===== src/rtl/draw_unit.sv =====
// draw_unit: streams a captured 1-bpp image to a display one pixel at a
// time over a valid/ready handshake, then (optionally) writes the label.
//
// Parameters:
//   W   - image width in bits (one bit per pixel)
//   ROW - pixels per display row; W must be a multiple of ROW
//
// Ports:
//   clk, rst_n          - clock, asynchronous active-low reset
//   draw                - request; sampled only in IDLE
//   label_in, image_in  - data captured when a request is accepted
//   drawn               - one-cycle pulse when a request is complete
//   busy                - high in every state except IDLE
//   pix_valid/pix_ready - pixel handshake; pix_x, pix_y, pix_on payload
//   lbl_valid/lbl_ready - label handshake; lbl_data payload
//
// Build option: define DRAW_LABEL_EN to enable the LABEL write phase.
// Without it the label outputs are tied to 0 and the last pixel goes
// straight to DONE.

module draw_unit #(
    parameter int W   = 32,
    parameter int ROW = 8
) (
    input  logic                     clk,
    input  logic                     rst_n,
    input  logic                     draw,
    input  logic [7:0]               label_in,
    input  logic [W-1:0]             image_in,
    output logic                     drawn,
    output logic                     busy,
    output logic                     pix_valid,
    input  logic                     pix_ready,
    output logic [$clog2(ROW)-1:0]   pix_x,
    output logic [((W/ROW > 1) ? $clog2(W/ROW) : 1)-1:0] pix_y,
    output logic                     pix_on,
    output logic                     lbl_valid,
    input  logic                     lbl_ready,
    output logic [7:0]               lbl_data
);

    localparam int XW = $clog2(ROW);
    localparam int YW = (W / ROW > 1) ? $clog2(W / ROW) : 1;
    localparam int IW = (W > 1) ? $clog2(W) : 1;
    localparam logic [IW-1:0] LAST = IW'(W - 1);

    typedef enum logic [1:0] {
        IDLE,
        PIXELS,
        LABEL,
        DONE
    } state_t;

    state_t         state_q, state_d;
    logic [W-1:0]   img_q, img_d;
    logic [7:0]     lbl_q, lbl_d;
    logic [IW-1:0]  idx_q, idx_d;

    always_ff @(posedge clk or negedge rst_n) begin
        if (!rst_n) begin
            state_q <= IDLE;
            img_q   <= '0;
            lbl_q   <= '0;
            idx_q   <= '0;
        end else begin
            state_q <= state_d;
            img_q   <= img_d;
            lbl_q   <= lbl_d;
            idx_q   <= idx_d;
        end
    end

    always_comb begin
        state_d = state_q;
        img_d   = img_q;
        lbl_d   = lbl_q;
        idx_d   = idx_q;
        unique case (state_q)
            IDLE: begin
                if (draw) begin
                    img_d   = image_in;
                    lbl_d   = label_in;
                    idx_d   = '0;
                    state_d = PIXELS;
                end
            end
            PIXELS: begin
                if (pix_ready) begin
                    // idx stays at the last pixel; it is reloaded on the
                    // next accepted request.
                    if (idx_q == LAST) begin
`ifdef DRAW_LABEL_EN
                        state_d = LABEL;
`else
                        state_d = DONE;
`endif
                    end else begin
                        idx_d = idx_q + IW'(1);
                    end
                end
            end
            LABEL: begin
`ifdef DRAW_LABEL_EN
                if (lbl_ready) begin
                    state_d = DONE;
                end
`else
                state_d = IDLE;
`endif
            end
            DONE: begin
                state_d = IDLE;
            end
            default: begin
                state_d = IDLE;
            end
        endcase
    end

    assign busy      = (state_q != IDLE);
    assign drawn     = (state_q == DONE);
    assign pix_valid = (state_q == PIXELS);
    assign pix_on    = pix_valid & img_q[idx_q];
    assign pix_x     = XW'(32'(idx_q) % ROW);
    assign pix_y     = YW'(32'(idx_q) / ROW);

`ifdef DRAW_LABEL_EN
    assign lbl_valid = (state_q == LABEL);
    assign lbl_data  = lbl_q;
`else
    logic unused_lbl;
    assign unused_lbl = ^{lbl_ready, lbl_q};
    assign lbl_valid  = 1'b0;
    assign lbl_data   = 8'd0;
`endif

endmodule


===== config.mk =====
export PLATFORM = sky130hd
export DESIGN_NAME = draw_unit
export DESIGN_NICKNAME = d
export VERILOG_FILES = /design/src/rtl/draw_unit.sv
export SDC_FILE = /design/constraint.sdc
export NUM_CORES = 1
export LEC_CHECK = 0
export CAP_MARGIN = 20
export CELL_PAD_IN_SITES_DETAIL_PLACEMENT = 0
export CELL_PAD_IN_SITES_GLOBAL_PLACEMENT = 1
export CORE_MARGIN = 2
export CORE_UTILIZATION = 30
export CTS_CLUSTER_DIAMETER = 40
export DETAILED_ROUTE_END_ITERATION = 6
export PLACE_DENSITY = 0.67
export SYNTH_ARGS = -nofsm -noshare
export SYNTH_HDL_FRONTEND = slang
export SYNTH_SLANG_ARGS = --single-unit

===== constraint.sdc =====
create_clock -name clk -period 4.85 [get_ports clk]
set_input_delay 0.7275 -clock clk [delete_from_list [all_inputs] [get_ports clk]]
set_output_delay 0.7275 -clock clk [all_outputs]
set_load 0.02 [all_outputs]

; Word level (Yosys, flattened, before mapping)
; Index checks and enable logic that the tools add are counted.
[word_totals]
register_bits = 39
in_bits = 45
output_inout_bits = 18
wordCells = 31
[classes]
addsub = 1
order_cmp = 1
n_eq_ne = 8
muxes = 10
bitwise_logic = 1
n_reduce_logical = 7
[op_table]
columns = op, n
row1 = 5-bit 2-to-1 mux, 3
row2 = 5-bit one-hot mux with 2 select lines, 1
row3 = 5-bit by 6-bit less-than comparator with 1-bit output (second input constant), 1
row4 = 2-bit 2-to-1 mux, 3
row5 = 2-bit one-hot mux with 3 select lines, 1
row6 = 5-bit by 1-bit adder with 5-bit output (second input constant), 1
row7 = 1-bit binary-select mux with 5-bit select, 1
row8 = 5-bit equality test (second input constant), 1
row9 = 2-bit equality test (second input constant), 2
row10 = 2-bit by 1-bit != test with 1-bit output (second input constant), 2
row11 = 2-bit != test (second input constant), 2
row12 = 4-bit AND reduction, 1
row13 = 2-bit nonzero test, 2
row14 = 3-bit AND reduction, 1
row15 = 2-bit by 1-bit equality test with 1-bit output (second input constant), 1
row16 = 2-bit zero test, 1
row17 = 2-bit AND reduction, 1
row18 = 2-bit OR reduction, 1
row19 = 1-bit AND, 1
row20 = 1-bit 2-to-1 mux, 1

; Logic depth before layout (Yosys ltp)
; Gate-level depths: netlist (run 1).
[logic_depth]
depth_word = 4
depth_mapped = 7
mapped_depth_nobuf = 7

; Worst setup path before layout (run 1)
; OpenSTA, ideal clock, no wires.
[synth_path]
path_kind = reg2out
start = register idx_q[0]
end = output pix_on
t_arrival_ns = 2.076
t_required_ns = 4.123
setup_slack_ns = 2.046
stages_incl_launch_ff = 6
path_buffers = 1
path_cell_list = dfrtp_1 -> buf_6 -> mux4_2 -> and3_1 -> or4_1 -> o221a_1
[synth_between]
elab_chain_cells = 3
[synth_rtl]
columns = element, line
row1 = start: declaration, 57  ; logic [IW-1:0] idx_q, idx_d;
row2 = start signal: assignment, 69  ; idx_q <= idx_d;
row3 = 1-bit binary-select mux with 5-bit select, 123  ; assign pix_on = pix_valid & img_q[idx_q];
row4 = 1-bit 2-to-1 mux (not written as such), 123
row5 = 1-bit AND, 123
row6 = end: declaration, 36  ; output logic pix_on,
; Every way passes these cells. The select of a mux whose other input is x is not followed.

; Worst setup path after layout (run 1)
; Same ends and word-level chain as after synthesis.

==> run metrics, run 1 <==
Core Box Area 6240 µm²; Final Max Slew Viols 0; WL final 3760 µm; via count 1232; part of the cycle the worst path needs 0.813; Starting Density 0.306; worst IR drop on VDD 234 µV; Initial DRC Count 44; RSZ-0062 raised after global routing false; GP Congestion 0.763; PortBufs 44; Hold Vio Cnt, Final 0; Achievable Freq 254 MHz; CP Launch Type flop; Hold WC Path Type flop to flop; Post-synth top flop dfrtp_1; Seq pwr share 0.464; crit path max fanout 16; layout filler cell count 612; final setup vio count 0; nets 233; pre-CTS worst setup slack 1170 ps; commonest non-fill, non-tap cells in the layout clkdlybuf4s50_1 (43), dfrtp_1 (39), mux2_2 (33), conb_1 (9), clkbuf_8 (7); Overall Power 1.18 mW; Post-synth EDFFs 0; setup ws final 909 ps; area of the multi-input gates 846 µm²; Hold Path Depth 1; Area after DPL 2370 µm²; global-route wire length before repair 6510 µm; vias per inst 4.67; Ys Warns 0; final instance area 2480 µm²; Post-Layout Cell Count 264; number of global-route vias before repair 1351; worst path required time 4120 ps; Int Power 0.819 mW; Synth async-reset ratio 1.00; Total GRT Usage 0.118; crit path DAT 3210 ps; max_cap viols 0; CTS Sinks 39; Resized Gates After CTS 0; final core occ 0.397; Worst R2R Path Depth 7; leak pwr 1.05 nW; sequential share of the synthesized area 0.512; full die area 7010 µm²; drt pass-1 iters 4; Sw Share 0.307; Chip Width 83.7 µm; post-CTS setup buffers 0; final hold slack 504 ps; grt ovf 0; initial antenna violation count 0; placed insts 256; Reg area 976 µm²; layout cells sized above 1 0.262; Setup TNS Final 0 ps; # diodes 0; Sw Pwr 0.362 mW; Area Overhead vs Synth 29.9%; Comb power frac 0.333; TritonCTS clock tree done; Netlist cell types 34; largest net degree at the start of global routing 40; post-DR wirelength/cell 14.2 µm; CP Class flop to primary output; Die Ht 83.7 µm; Root Buffer Master clkbuf_8; flop and latch count out of synthesis 39; Syn Inst Count 142; Clk pwr share 0.203; status complete, no violations; clock latency on the worst-skew pair 290 ps; power density of the placed cells 477 nW/µm²; relative slew slack 0.425; Post-DP HPWL 2730 µm; worst-margin pin slew 863 ps; Max clock buf depth 2; Post-Route Skew 2.95 ps; minimum clock period 3940 ps; row count 29; IO Pins 63; Syn Area/Cell 13.4 µm²; htree depth 2; synthesized cell area 1910 µm²; Antenna Nets Post-Route 0; Inserted Clock Buffers 5; Reg clk slew, reported paths 70 ps; drt drc 0; Worst setup EP type primary output; most common cell after layout, fill and taps aside clkdlybuf4s50_1; hold-fix buffers at CTS 0
[sequential cells by signal (all words and copies together), names as in the netlist]
signal and flops:
idx_q 5, img_q 32, state_q 2
[power groups by stage]
stage	Sequential [mW]	Combinational [mW]	Clock (mW)
floorplan	0.514	0.294	0
global placement	0.552	0.389	0
detailed placement	0.561	0.399	0
CTS	0.553	0.401	0.248
global route	0.570	0.428	0.264
finish	0.548	0.393	0.240
[critical path, cell delays in order, from the launching register on]
cell and delay [ps]:
dfrtp_1 840, mux4_2 590, and3_1 180, or4_1 500, o221a_1 270, clkdlybuf4s50_1 540
[cell usage after synthesis, types with 2 or more instances]
library cell / instances / share of area
nand2_1: 4 / 0.0079
ha_1: 2 / 0.013
nor2b_1: 4 / 0.013
o21ai_0: 4 / 0.010
dfrtp_1: 39 / 0.51
nor4_1: 2 / 0.0066
and3_1: 3 / 0.0098
clkbuf_1: 2 / 0.0039
nor2_1: 5 / 0.0098
mux4_1: 2 / 0.028
inv_1: 3 / 0.0059
buf_4: 9 / 0.035
buf_2: 4 / 0.010
mux2_2: 33 / 0.19
mux2i_1: 4 / 0.021
mux4_2: 4 / 0.047
[metal layers]
layer | vias up | GRT usage | part of all wire
li1 | 579 | - | -
met1 | 610 | 0.153 | 0.45
met2 | 38 | 0.188 | 0.48
met3 | 5 | 0.0386 | 0.055
met4 | 0 | 0.0352 | 0.014
met5 | - | 0 | 0
[cells by family after synthesis]
group	Yosys count	share of synthesized area
AO/OA/AOI/OAI	10	0.0367
adder cells (fa/ha/maj)	2	0.0131
multiplexers	43	0.291
XOR/XNOR	1	0.00459
other	1	0.00197
AND/OR/NAND/NOR	27	0.0794
buffers and inverters	19	0.0617
flip-flops	39	0.512
[final cells by class]
class	count	share of cell area
flip-flops and latches	39	0.394
multi-input cells	92	0.342
repair buffers	45	0.179
clock buffers	7	0.0389
well taps	77	0.0389
inverters	3	0.00455
clock inverters	1	0.00303
[path summary, 6_finish.rpt]
check                               from  endpoint  slack (ps)
worst max-delay path            idx_q[0]    pix_on         910
worst min-delay path            img_q[0]  img_q[0]         500
worst max register to register  idx_q[0]  idx_q[3]        2460
worst min register to register  img_q[0]  img_q[0]         500
max in group asynchronous          rst_n  img_q[3]        3760
min in group asynchronous          rst_n  img_q[7]         550
(Power assumes the default switching activity.)
==> run 2, diff against run 1 <==
Settings changed: PLACE_DENSITY 0.67 to 0.7.
Clock period 4.85 ns to 3.3 ns, I/O delays scaled along.
==> run 2 against run 1 <==
  * Register-to-register slack worse by 1300 ps
  * Core utilization shrank 0.12 points
  * Largest power group unchanged
  * Largest cell class unchanged
  * Cell count grew 0.76%
  * Highest routed layer unchanged
  * Critical path type unchanged
  * Die area is the same
  * Global-route usage decreased by 0.084 points
==> run metrics, run 2 (same netlist as run 1, synthesis figures left out) <==
status complete, no violations; layout filler cell count 629 (+2.8%); CTS Sinks 39 (unchanged); htree depth 2 (unchanged); Chip Width 83.7 µm (unchanged); Hold WC Path Type input pin to asynchronous set/reset pin; grt ovf 0 (unchanged); final instance area 2470 µm² (-0.30%); post-DR wirelength/cell 13.8 µm (-3.0%); # diodes 0 (unchanged); Setup TNS Final 0 ps (unchanged); Final Max Slew Viols 0 (unchanged); Reg area 976 µm² (unchanged); power density of the placed cells 687 nW/µm² (+44%); FF-to-FF End idx_q[3]; drt drc 0 (unchanged); Resized Gates After CTS 0 (unchanged); Core Box Area 6240 µm² (unchanged); via count 1205 (-2.2%); Area Overhead vs Synth 29.5%; Worst R2R Path Depth 8 (+1); IO Pins 63 (unchanged); PortBufs 44 (unchanged); GP Congestion 0.683 (-11%); WL final 3670 µm (-2.3%); max_cap viols 0 (unchanged); Die Ht 83.7 µm (unchanged); flip-flop count of the largest register after layout 32 (unchanged); Largest regs img_q x32, idx_q x5, state_q x2; Max clock buf depth 2 (unchanged); vias per inst 4.53 (-2.9%); Top reg by flops img_q; Overall Power 1.70 mW (+44%); row count 29 (unchanged); pre-CTS worst setup slack 436 ps (-735 ps); Post-DP HPWL 2610 µm (-4.3%); minimum clock period 3150 ps; Inserted Clock Buffers 5 (unchanged); RR Startpoint idx_q[0]; placed insts 258 (+0.78%); full die area 7010 µm² (unchanged); crit path max fanout 2 (-14); CP Launch Type flop; leak pwr 1.06 nW (+0.15%); number of global-route vias before repair 1275 (-5.6%); hold-fix buffers at CTS 0 (unchanged); drt pass-1 iters 3 (-1); most common cell after layout, fill and taps aside clkdlybuf4s50_1; nets 235 (+0.86%); Antenna Nets Post-Route 0 (unchanged); largest net degree at the start of global routing 40 (unchanged); CP Class flop to primary output; Root Buffer Master clkbuf_8; Area after DPL 2390 µm² (+0.63%); Reg clk slew, reported paths 70 ps (about the same); worst path required time 2800 ps (-1320 ps); Initial DRC Count 47 (+6.8%); Post-Route Skew 3.41 ps (+0.454 ps); Worst setup EP type primary output; area of the multi-input gates 846 µm² (unchanged); final setup vio count 0 (unchanged); worst IR drop on VDD 290 µV (+24%); worst-margin pin slew 857 ps (-6.48 ps); Achievable Freq 318 MHz; relative slew slack 0.429 (+0.00432); setup ws final 152 ps (-757 ps); global-route wire length before repair 6480 µm (-0.52%); initial antenna violation count 0 (unchanged); TritonCTS clock tree done; Hold Vio Cnt, Final 0 (unchanged); post-CTS setup buffers 0 (unchanged); layout cells sized above 1 0.259 (-0.00277); RSZ-0062 raised after global routing false; part of the cycle the worst path needs 0.954; clock latency on the worst-skew pair 280 ps (about the same); r2r setup slk 1120 ps (-1340 ps); Total GRT Usage 0.117 (-0.000837); Starting Density 0.306 (unchanged); crit path DAT 2650 ps (-560 ps); commonest non-fill, non-tap cells in the layout clkdlybuf4s50_1 (43), dfrtp_1 (39), mux2_2 (33), conb_1 (9), clkbuf_8 (5); Post-Layout Cell Count 266 (+0.76%)
run 2: cell types whose count changed in the layout (fill, tap and decap cells not counted), sizes merged:
cell / delta
clkinv: +1
buf: +2
clkinvlp: -1
run 2: worst max path at each step:
stage	start	slack [ps]	to	depth (start not counted)
2_1_floorplan	idx_q[0]	730	pix_on	5
3_3_place_gp	idx_q[0]	470	pix_on	5
3_5_place_dp	idx_q[0]	440	pix_on	5
4_1_cts	idx_q[0]	120	pix_on	5
5_1_grt	idx_q[0]	50	pix_on	5
6_report	idx_q[0]	150	pix_on	5
run 2: critical path: stages, from the launching register on:
cell             delay [ps]
dfrtp_1                 370
mux4_2                  490
and3_1                  180
or4_1                   520
o221a_1                 260
clkdlybuf4s50_1         540
run 2: through the flow:
stage               hold slack (ps)   util
floorplan                       199      -
global placement                483  0.383
detailed placement              488  0.383
CTS                             347  0.396
global route                    401  0.396
finish                          313  0.396
run 2: layout make-up:
cell class / instances / share of cell area
multi-input cells: 92 / 0.343
repair buffers: 47 / 0.186
flip-flops and latches: 39 / 0.395
well taps: 77 / 0.0390
clock inverters: 1 / 0.00203
inverters: 3 / 0.00456
clock buffers: 7 / 0.0309
run 2: power breakdown:
| group | internal, mW | switching [mW] |
|---|---|---|
| clock | 0.148 | 0.157 |
| sequential | 0.647 | 0.113 |
| combinational | 0.379 | 0.254 |
run 2: per-layer routing:
metal | track usage | routed length (µm)
met1 | 0.161 | 1770
met2 | 0.175 | 1650
met5 | 0 | 0
met4 | 0.0396 | 21
met3 | 0.0356 | 230
==> run 3, diff against run 2 <==
Settings changed: CORE_ASPECT_RATIO set to 0.6.
==> run 3 against run 2 <==
  * Via count rose by 2.0%
  * Core utilization rose by 1.3 points
  * Setup slack improved by 2.7 ps
  * Clock skew barely moved
  * First-iteration DRC count fell by 45%
  * Global-route usage rose by 0.33 points
  * Cell count rose by 2.6%
  * Clock power rose by 26%
  * Total power rose by 5.0%
  * Count of clock-buffer cells in the layout fell by 1
  * Sequential cell count did not move
  * Register-to-register slack barely moved
  * Highest routed layer unchanged
==> run metrics, run 3 (same netlist as run 1, synthesis figures left out) <==
Post-Layout Cell Count 273 (+2.6%); IO Pins 63 (unchanged); CP Class flop to primary output; Total GRT Usage 0.120 (+0.00334); RR Startpoint idx_q[0]; Worst setup EP type primary output; Reg area 976 µm² (unchanged); Die Ht 65.8 µm (-21%); status complete, no violations; post-DR wirelength/cell 14.1 µm (+2.2%); Reg clk slew, reported paths 80 ps (about the same); Sw Share 0.300 (-0.00842); power density of the placed cells 711 nW/µm² (+3.5%); Inserted Clock Buffers 5 (unchanged); Clk pwr share 0.215 (+0.035); vias per inst 4.50 (-0.62%); row count 22 (-24%); final setup vio count 0 (unchanged); PortBufs 44 (unchanged); Setup crit end pix_on; crit path max fanout 2 (unchanged); drt pass-1 iters 4 (+1); setup ws final 154 ps (+2.74 ps); Comb power frac 0.355 (-0.018); initial antenna violation count 0 (unchanged); most common cell after layout, fill and taps aside clkdlybuf4s50_1; leak pwr 1.07 nW (+1.3%); minimum clock period 3150 ps (-2.74 ps); layout cells sized above 1 0.265 (+0.00529); # diodes 0 (unchanged); Initial DRC Count 26 (-45%); Antenna Nets Post-Route 0 (unchanged); max_cap viols 0 (unchanged); commonest non-fill, non-tap cells in the layout clkdlybuf4s50_1 (43), dfrtp_1 (39), mux2_2 (33), conb_1 (9), clkbuf_8 (5); drt drc 0 (unchanged); CP Launch Type flop; global-route wire length before repair 6320 µm (-2.5%); area of the multi-input gates 846 µm² (unchanged); Core Box Area 6140 µm² (-1.6%); GP Congestion 0.724 (+6.0%); RSZ-0062 raised after global routing false; final core occ 0.408 (+0.0127); part of the cycle the worst path needs 0.953 (about the same); Area after DPL 2400 µm² (+0.68%); htree depth 2 (unchanged); Largest regs img_q x32, idx_q x5, state_q x2; post-CTS setup buffers 0 (unchanged); Max clock buf depth 2 (unchanged); Root Buffer Master clkbuf_8; CP startpoint idx_q[0]; worst path required time 2800 ps (about the same); Overall Power 1.78 mW (+5.0%); Top reg by flops img_q; Hold Vio Cnt, Final 0 (unchanged); grt ovf 0 (unchanged); nets 236 (+0.43%); clock latency on the worst-skew pair 290 ps (about the same); Achievable Freq 318 MHz (about the same); Resized Gates After CTS 0 (unchanged); number of global-route vias before repair 1254 (-1.6%); TritonCTS clock tree done; Post-Route Skew 3.80 ps (+0.388 ps); worst IR drop on VDD 253 µV (-13%); flip-flop count of the largest register after layout 32 (unchanged); Hold WC Path Type input pin to asynchronous set/reset pin; pre-CTS worst setup slack 455 ps (+19.3 ps); final hold slack 312 ps (-0.457 ps); Seq pwr share 0.430 (-0.018); full die area 7030 µm² (+0.30%); largest net degree at the start of global routing 40 (unchanged); Post-DP HPWL 2720 µm (+4.1%); Sw Pwr 0.534 mW (+2.2%); relative slew slack 0.410 (-0.0189); Int Power 1.25 mW (+6.3%); Worst R2R Path Depth 8 (unchanged); r2r setup slk 1120 ps (about the same); worst-margin pin slew 885 ps (+28.3 ps); Chip Width 107 µm (+28%); placed insts 266 (+3.1%); FF-to-FF End idx_q[3]; layout filler cell count 613 (-2.5%); WL final 3850 µm (+4.9%); Area Overhead vs Synth 31.4%; CTS Sinks 39 (unchanged); Setup TNS Final 0 ps (unchanged); via count 1229 (+2.0%); final instance area 2510 µm² (+1.5%); Starting Density 0.311 (+0.00511); hold-fix buffers at CTS 0 (unchanged); crit path DAT 2650 ps (about the same); Final Max Slew Viols 0 (unchanged)
run 3: how the worst min path moves through the flow:
stage | from | end | slack, ps | cells after the start
2_1_floorplan | rst_n | idx_q[0] | 200 | 0
3_3_place_gp | img_q[7] | img_q[7] | 480 | 1
3_5_place_dp | img_q[24] | img_q[24] | 490 | 1
4_1_cts | rst_n | img_q[3] | 350 | 1
5_1_grt | rst_n | img_q[20] | 400 | 1
6_report | rst_n | img_q[3] | 310 | 1
run 3: power by group through the flow:
stage / clock [mW] / combinational (mW) / sequential [mW]
CTS: 0.394 / 0.643 / 0.769
detailed placement: 0 / 0.639 / 0.777
floorplan: 0 / 0.433 / 0.755
global placement: 0 / 0.633 / 0.772
global route: 0.413 / 0.690 / 0.797
finish: 0.383 / 0.633 / 0.767
run 3: cell type report:
| class | count | share of cell area |
|---|---|---|
| clock buffer | 6 | 0.0290 |
| clock inverter | 1 | 0.0120 |
| inverter | 3 | 0.00449 |
| multi-input combinational | 92 | 0.337 |
| sequential | 39 | 0.389 |
| tap | 84 | 0.0419 |
| timing repair buffer | 48 | 0.186 |
run 3: routing by layer:
metal	routed length, µm	vias to the layer above	GRT usage
li1	-	593	-
met1	2130	599	0.179
met2	1470	35	0.162
met3	239	2	0.0446
met4	14	0	0.0292
met5	0	-	0
run 3: critical path, cell delays in order, from the launching register on:
cell and delay [ps]:
dfrtp_1 370, mux4_2 510, and3_1 180, or4_1 500, o221a_1 260, clkdlybuf4s50_1 540
